--- config.mk ---
export PLATFORM = sky130hd
export DESIGN_NAME = bp_io_link_arbiter
export DESIGN_NICKNAME = d
export VERILOG_FILES = /design/src/rtl/bp_io_link_arbiter.sv
export SDC_FILE = /design/constraint.sdc
export NUM_CORES = 1
export LEC_CHECK = 0
export BUFFER_PORTS_ARGS = -buffer_cell sky130_fd_sc_hd__buf_2
export CAP_MARGIN = 10
export CORE_AREA = 2 2 130 132
export CTS_CLUSTER_DIAMETER = 80
export CTS_CLUSTER_SIZE = 12
export DETAILED_ROUTE_END_ITERATION = 16
export DIE_AREA = 0 0 132 134
export PLACE_DENSITY_LB_ADDON = 0.08
export SETUP_SLACK_MARGIN = 0.4
export SLEW_MARGIN = 30
export SYNTH_ARGS = -nofsm -noshare
export SYNTH_HDL_FRONTEND = slang
export SYNTH_SLANG_ARGS = --single-unit
--- constraint.sdc ---
create_clock -name clk_i -period 4.09 [get_ports clk_i]
set_input_delay 0.409 -clock clk_i [delete_from_list [all_inputs] [get_ports clk_i]]
set_output_delay 0.409 -clock clk_i [all_outputs]
set_load 0.05 [all_outputs]
--- src/rtl/bp_io_link_arbiter.sv ---
// Packet-granular round-robin arbiter sharing one wormhole link among
// num_req_p requesters. The grant is locked from header to last body flit.
module bp_io_link_arbiter #(
    parameter int num_req_p    = 4,
    parameter int flit_width_p = 64,
    parameter int len_offset_p = 8,
    parameter int len_width_p  = 4
) (
    input  logic                              clk_i,
    input  logic                              reset_n_i,
    input  logic [num_req_p*flit_width_p-1:0] data_i,
    input  logic [num_req_p-1:0]              v_i,
    output logic [num_req_p-1:0]              ready_and_o,
    output logic [flit_width_p-1:0]           data_o,
    output logic                              v_o,
    input  logic                              ready_and_i,
    output logic [num_req_p-1:0]              grant_o,
    output logic                              busy_o
);

    localparam int          ptr_w_lp = (num_req_p > 1) ? $clog2(num_req_p) : 1;
    localparam int unsigned num_lp   = num_req_p;

    typedef enum logic [1:0] {
        IDLE,
        HEAD,
        BODY
    } state_t;

    state_t                 state_q, state_d;
    logic [ptr_w_lp-1:0]    rr_q, rr_d;
    logic [ptr_w_lp-1:0]    gnt_q, gnt_d;
    logic [len_width_p-1:0] cnt_q, cnt_d;

    logic                   found;
    logic [ptr_w_lp-1:0]    win;
    logic [ptr_w_lp-1:0]    cand;
    int unsigned            idx;
    logic                   hs;
    logic [len_width_p-1:0] head_len;
    logic [ptr_w_lp-1:0]    next_ptr;

    // Round-robin search: first valid requester at or above rr_q, wrapping to 0
    always_comb begin
        found = 1'b0;
        win   = '0;
        idx   = 0;
        cand  = '0;
        for (int unsigned i = 0; i < num_lp; i++) begin
            idx = int'(rr_q) + i;
            if (idx >= num_lp) begin
                idx = idx - num_lp;
            end
            cand = idx[ptr_w_lp-1:0];
            if (!found && v_i[cand]) begin
                found = 1'b1;
                win   = cand;
            end
        end
    end

    // Combinational forwarding of the granted requester onto the link
    always_comb begin
        busy_o      = (state_q != IDLE);
        data_o      = data_i[int'(gnt_q)*flit_width_p +: flit_width_p];
        v_o         = busy_o & v_i[gnt_q];
        ready_and_o = '0;
        grant_o     = '0;
        if (busy_o) begin
            ready_and_o[gnt_q] = ready_and_i;
            grant_o[gnt_q]     = 1'b1;
        end
        hs       = v_o & ready_and_i;
        head_len = data_o[len_offset_p +: len_width_p];
        next_ptr = (gnt_q == ptr_w_lp'(num_req_p - 1)) ? '0 : gnt_q + ptr_w_lp'(1);
    end

    // Next-state logic: grant in IDLE, packet length tracking in HEAD/BODY
    always_comb begin
        state_d = state_q;
        rr_d    = rr_q;
        gnt_d   = gnt_q;
        cnt_d   = cnt_q;
        unique case (state_q)
            IDLE: begin
                if (found) begin
                    gnt_d   = win;
                    state_d = HEAD;
                end
            end
            HEAD: begin
                if (hs) begin
                    if (head_len == '0) begin
                        state_d = IDLE;
                        rr_d    = next_ptr;
                    end else begin
                        state_d = BODY;
                        cnt_d   = head_len;
                    end
                end
            end
            BODY: begin
                if (hs) begin
                    cnt_d = cnt_q - len_width_p'(1);
                    if (cnt_q == len_width_p'(1)) begin
                        state_d = IDLE;
                        rr_d    = next_ptr;
                    end
                end
            end
            default: state_d = IDLE;
        endcase
    end

    // State registers; reset abandons any packet in flight
    always_ff @(posedge clk_i or negedge reset_n_i) begin
        if (!reset_n_i) begin
            state_q <= IDLE;
            rr_q    <= '0;
            gnt_q   <= '0;
            cnt_q   <= '0;
        end else begin
            state_q <= state_d;
            rr_q    <= rr_d;
            gnt_q   <= gnt_d;
            cnt_q   <= cnt_d;
        end
    end

endmodule
## Yosys cells after proc, flatten, opt, wreduce, memory -nomap -nowiden

Cells that the tools add are included.

| storage, ports and cells | value |
|---|---|
| output and inout bits | 74 |
| bits of input ports | 263 |
| word-level logic and storage cells | 94 |
| register bits after elaboration | 10 |

| operators by class | value |
|---|---|
| order comparisons | 10 |
| bitwise logic cells | 3 |
| shift operators | 1 |
| equality and inequality tests | 10 |
| reduce and logical (&&, ||, !) cells | 15 |
| multiplexer cells | 42 |
| add/subtract/negate cells | 9 |

Operators by type and width:

| operator | count |
|---|---|
| variable part select 256 x 9 -> 64 bit | 1 |
| two-way mux 2 bit | 18 |
| two-way mux 4 bit | 5 |
| < comparator 2 x 3 -> 1 bit, second input constant | 5 |
| != test 2 bit, second input constant | 6 |
| binary-select mux 1 bit (select 2 bit) | 5 |
| two-way mux 1 bit | 10 |
| greater-or-equal comparator 3 bit, second input constant | 3 |
| case mux 4 bit (2 select lines) | 1 |
| AND reduction 4 bit | 2 |
| subtractor 2 x 1 -> 2 bit, second input constant | 4 |
| adder 2 x 2 -> 3 bit, second input constant | 2 |
| case mux 2 bit (3 select lines) | 1 |
| AND reduction 5 bit | 1 |
| AND 4 bit | 1 |
| equality test 2 bit, second input constant | 2 |
| equality test 4 x 1 -> 1 bit, second input constant | 1 |
| logical AND 1 bit | 4 |
| zero test 4 bit | 1 |
| case mux 2 bit (2 select lines) | 1 |
| nonzero test 2 bit | 2 |
| subtractor 4 x 1 -> 4 bit, second input constant | 1 |
| adder 2 x 1 -> 3 bit, second input constant | 1 |
| greater-or-equal comparator 2 x 3 -> 1 bit, second input constant | 1 |
| other kinds (8) | 11 |

## Logic depth before layout (Yosys ltp)

| depth | value |
|---|---|
| word-level depth | 16 |
| gate-level depth with buffers | 6 |
| mapped depth without buffers | 5 |

## Worst setup path after synthesis

Ideal clock, no wire load.

| timing path | value |
|---|---|
| path type | register -> output |
| start point | register gnt_q[0] |
| end point | output port data_o[20] |
| path slack | 1,868 ps |
| cell stages (with the launch flop) | 5 |
| required time | 3,681 ps |
| buffers on the path | 3 |
| data arrival time | 1,813 ps |
| path through | dfrtp_1 > buf_6 > buf_6 > clkbuf_1 > mux4_2 |

| on the way | value |
|---|---|
| cells in the longest elaborated chain, start to end | 1 |

Ends and longest elaborated chain:

| what | RTL line | text |
|---|---|---|
| start: declaration | 32 | `logic [ptr_w_lp-1:0] gnt_q, gnt_d;` |
| start signal: assignment | 125 | `gnt_q <= gnt_d;` |
| variable part select 256 x 9 -> 64 bit | 65 | `data_o = data_i[int'(gnt_q)*flit_width_p +: flit_width_p];` |
| end: declaration | 14 | `output logic [flit_width_p-1:0] data_o,` |

No other way between the ends.

## Worst setup path after layout

| timing path | value |
|---|---|
| start point | register gnt_q[0] |
| end point | output port data_o[54] |

Same word-level chain as after synthesis.

==> results.toml <==
[finish]
drive_gt1_share_pct = 83.5
final_cell_area_um2 = 4320
area_growth_pct = 85.6
n_antenna_cell = 0
final_net_count = 766
multiInputGateArea_um2 = 1960
utilization_pct = 26.5
fillerInstances = 1811
seq_area_um2 = 258

[critical_path]
start_kind = "flop"
reg2reg_slack_ns = 1.66
critical-path-max-stage-delay_ns = 0.77
cp_data_arrival_time_ns = 2.33
reg2regPathDepth = 4
startpoint = "gnt_q[0]"
endpoint_kind = "primary output"
crit_chain = "buf_4 > mux4_2 > buf_2"
timing.rr.start = "gnt_q[0]"
crit_slowest_cell = "dfrtp_4"
r2r-end = "rr_q[1]"
critical_path_class = "flop to primary output"
crit_end = "data_o[54]"
worstPathRequired_ns = 3.68
cp_max_fo = 30

[pwr]
p_sw_w = 0.00200
comb_power_share_pct = 83.3
irDropWorstVdd_mv = 0.282
p_sw_share_pct = 62.2
clkPwrFrac_pct = 6.0
intPower_w = 0.00121
p_seq_share_pct = 10.7
leakage_nw = 2.13
powerDensity_nw_per_um2 = 743
finalPower_w = 0.00321

[synthesis]
synthMuxAreaShare_pct = 65.0
synth-edff-count = 0
synth-async-reset-ratio_pct = 100
synth.distinct_cells = 34
synth_compound_gate_area_share_pct = 6.78
synth_xor_area_share_pct = 0
yosysWarnings = 0
ys_seq_area_share_pct = 10.8
avgSynthCellArea_um2 = 13.7
synth_top_family_by_area = "multiplexers"
ys_ff_latch = 10
synthCells = 170
synth_fa_ha_area_share_pct = 3.23
netlist_area_um2 = 2320
synth-simple-area-share_pct = 9.10
synth_fp_nets = 439
ys.flop_type = "dfrtp_1"

[place]
dpl_cell_area_um2 = 4230
port_buffers = 336
pre_cts_ws_ns = 1.54
dp_hpwl_um = 12000
gp_congestion = 0.861

[drt]
first_pass_iters = 4
routed_wl_um = 13200
vias = 3033
antenna_left = 0
drt_iter0_markers = 109
routedWlPerCell_um = 18.5
vias_per_cell = 4.24
drcViolationCount = 0

[clocking]
path_clk_slew_ns = 0.04
numCtsBuffers = 3
htreeDepth = 1
cts_setup_buffers = 0
cts_tree = "built"
holdBufCountCts = 0
cts_sinks = 10
clock_latency_ns = 0.24
cts.repair.resized = 0
cts_root_buf = "clkbuf_16"
ctsLongestPathBuffers = 2

[die]
core_area_um2 = 16300
die_h_um = 134
rows = 47
floorplan.initialDensity_pct = 14.3
die_x_um = 132
die_area_um2 = 17700
ios = 337

[sta]
setup_viol = 0
tightest_slew_ns = 0.744
max_clock_freq_mhz = 365
max-slew-margin-rel_pct = 49.7
period_needed_ns = 2.74
skew_ns = 0.00171
fin_setup_tns_ns = 0
rsz0062_at_grt = "no"
post-route-period-util_pct = 66.9
hold_viol_final = 0
worst_slack_ns = 1.35
slew_violations = 0

[outcome]
outcome = "finished clean"

[grt]
grt.overflow.total = 0
track_usage_pct = 14.3
grt_pass1_wl_um = 19900
grt_pass1_vias = 3364
antenna_found_initial = 3
grt_start_max_net_pins = 48

[min_path]
holdCritPathClass = "input port to asynchronous set/reset pin"

[flow_run]
cap_viol_max_count = 0
-- placed cells by master (no fill, tap or decap), types with 4 or more instances in the layout --
master / count
buf_2: 336
mux4_2: 65
inv_1: 9
dfrtp_1: 8
nand2_1: 7
and2_1: 6
ha_1: 6
and3_1: 5
o21ai_0: 5
nand3_1: 4
a21oi_1: 4
-- synthesized netlist by cell type (2+ instances only) --
cell type | instances | share of area, %
clkbuf_1 | 8 | 1.3
a21oi_1 | 4 | 0.86
nand2_1 | 7 | 1.1
mux4_2 | 65 | 63
or3_1 | 2 | 0.54
dfrtp_1 | 10 | 11
nor2_1 | 3 | 0.48
a21o_1 | 2 | 0.65
mux2_1 | 2 | 0.97
o31ai_1 | 2 | 0.65
nand3_1 | 4 | 0.86
nor2b_1 | 2 | 0.54
and3_1 | 5 | 1.3
buf_1 | 2 | 0.32
nand2b_1 | 2 | 0.54
and2_1 | 6 | 1.6
inv_1 | 9 | 1.5
a22oi_1 | 2 | 0.65
ha_1 | 6 | 3.2
buf_6 | 2 | 0.97
o21ai_0 | 5 | 1.1
nand4_1 | 2 | 0.54
a31oi_1 | 3 | 0.81
buf_2 | 5 | 1.1
-- kinds of logic (layout without fill, tap and decap cells) --
family / count (synthesis) / after routing
simple gates: 36 / 36
mux: 69 / 69
fa+ha+maj: 6 / 6
flops: 10 / 10
compound gates: 23 / 23
buf+inv: 26 / 352
-- power by group through the flow --
stage                     sequential, W  combinational (W)  clock [W]
after global placement         0.000349            0.00270          0
after floorplan                0.000193            0.00224          0
final                          0.000342            0.00267   0.000194
after global routing           0.000373            0.00281   0.000206
after detailed placement       0.000351            0.00270          0
after CTS                      0.000351            0.00271   0.000197
-- layout make-up --
class	count	area share, %
clock buffers	4	2.06
inverters	9	0.783
multi-input cells	134	45.3
flip-flops and latches	10	5.97
well taps	220	6.38
repair buffers	339	39.5
-- sequential cells by signal, indices dropped and copies added (netlist names) --
register  cells
rr_q          2
cnt_q         4
state_q       2
gnt_q         2
-- worst max-delay path, delay by kind of cell, from the launching register on --
family	cells	cell delay, ns
flip-flops	1	0.77
buffers and inverters	2	0.71
multiplexers	1	0.57
-- stage by stage --
step           hold WS [ns]  cells
4_1_cts              0.0404    716
3_3_place_gp          0.295    712
5_1_grt              0.0434    716
6_report             0.0309    716
2_1_floorplan         0.113    170
3_5_place_dp          0.288    712
-- worst min path at each step --
stage,startpoint,to,slack (ns)
floorplan,reset_n_i,cnt_q[0],0.11
global placement,reset_n_i,cnt_q[2],0.29
detailed placement,reset_n_i,cnt_q[2],0.29
CTS,reset_n_i,cnt_q[2],0.04
global route,reset_n_i,cnt_q[2],0.04
finish,reset_n_i,cnt_q[2],0.03
-- layer usage --
metal	track usage (%)	routed length [um]	part of all wire (%)
met1	16.4	4850	37
met2	25.9	6970	53
met3	3.85	1070	8.0
met4	4.17	313	2.4
met5	0	41	0.31
Power figures use the tool's default switching activity.
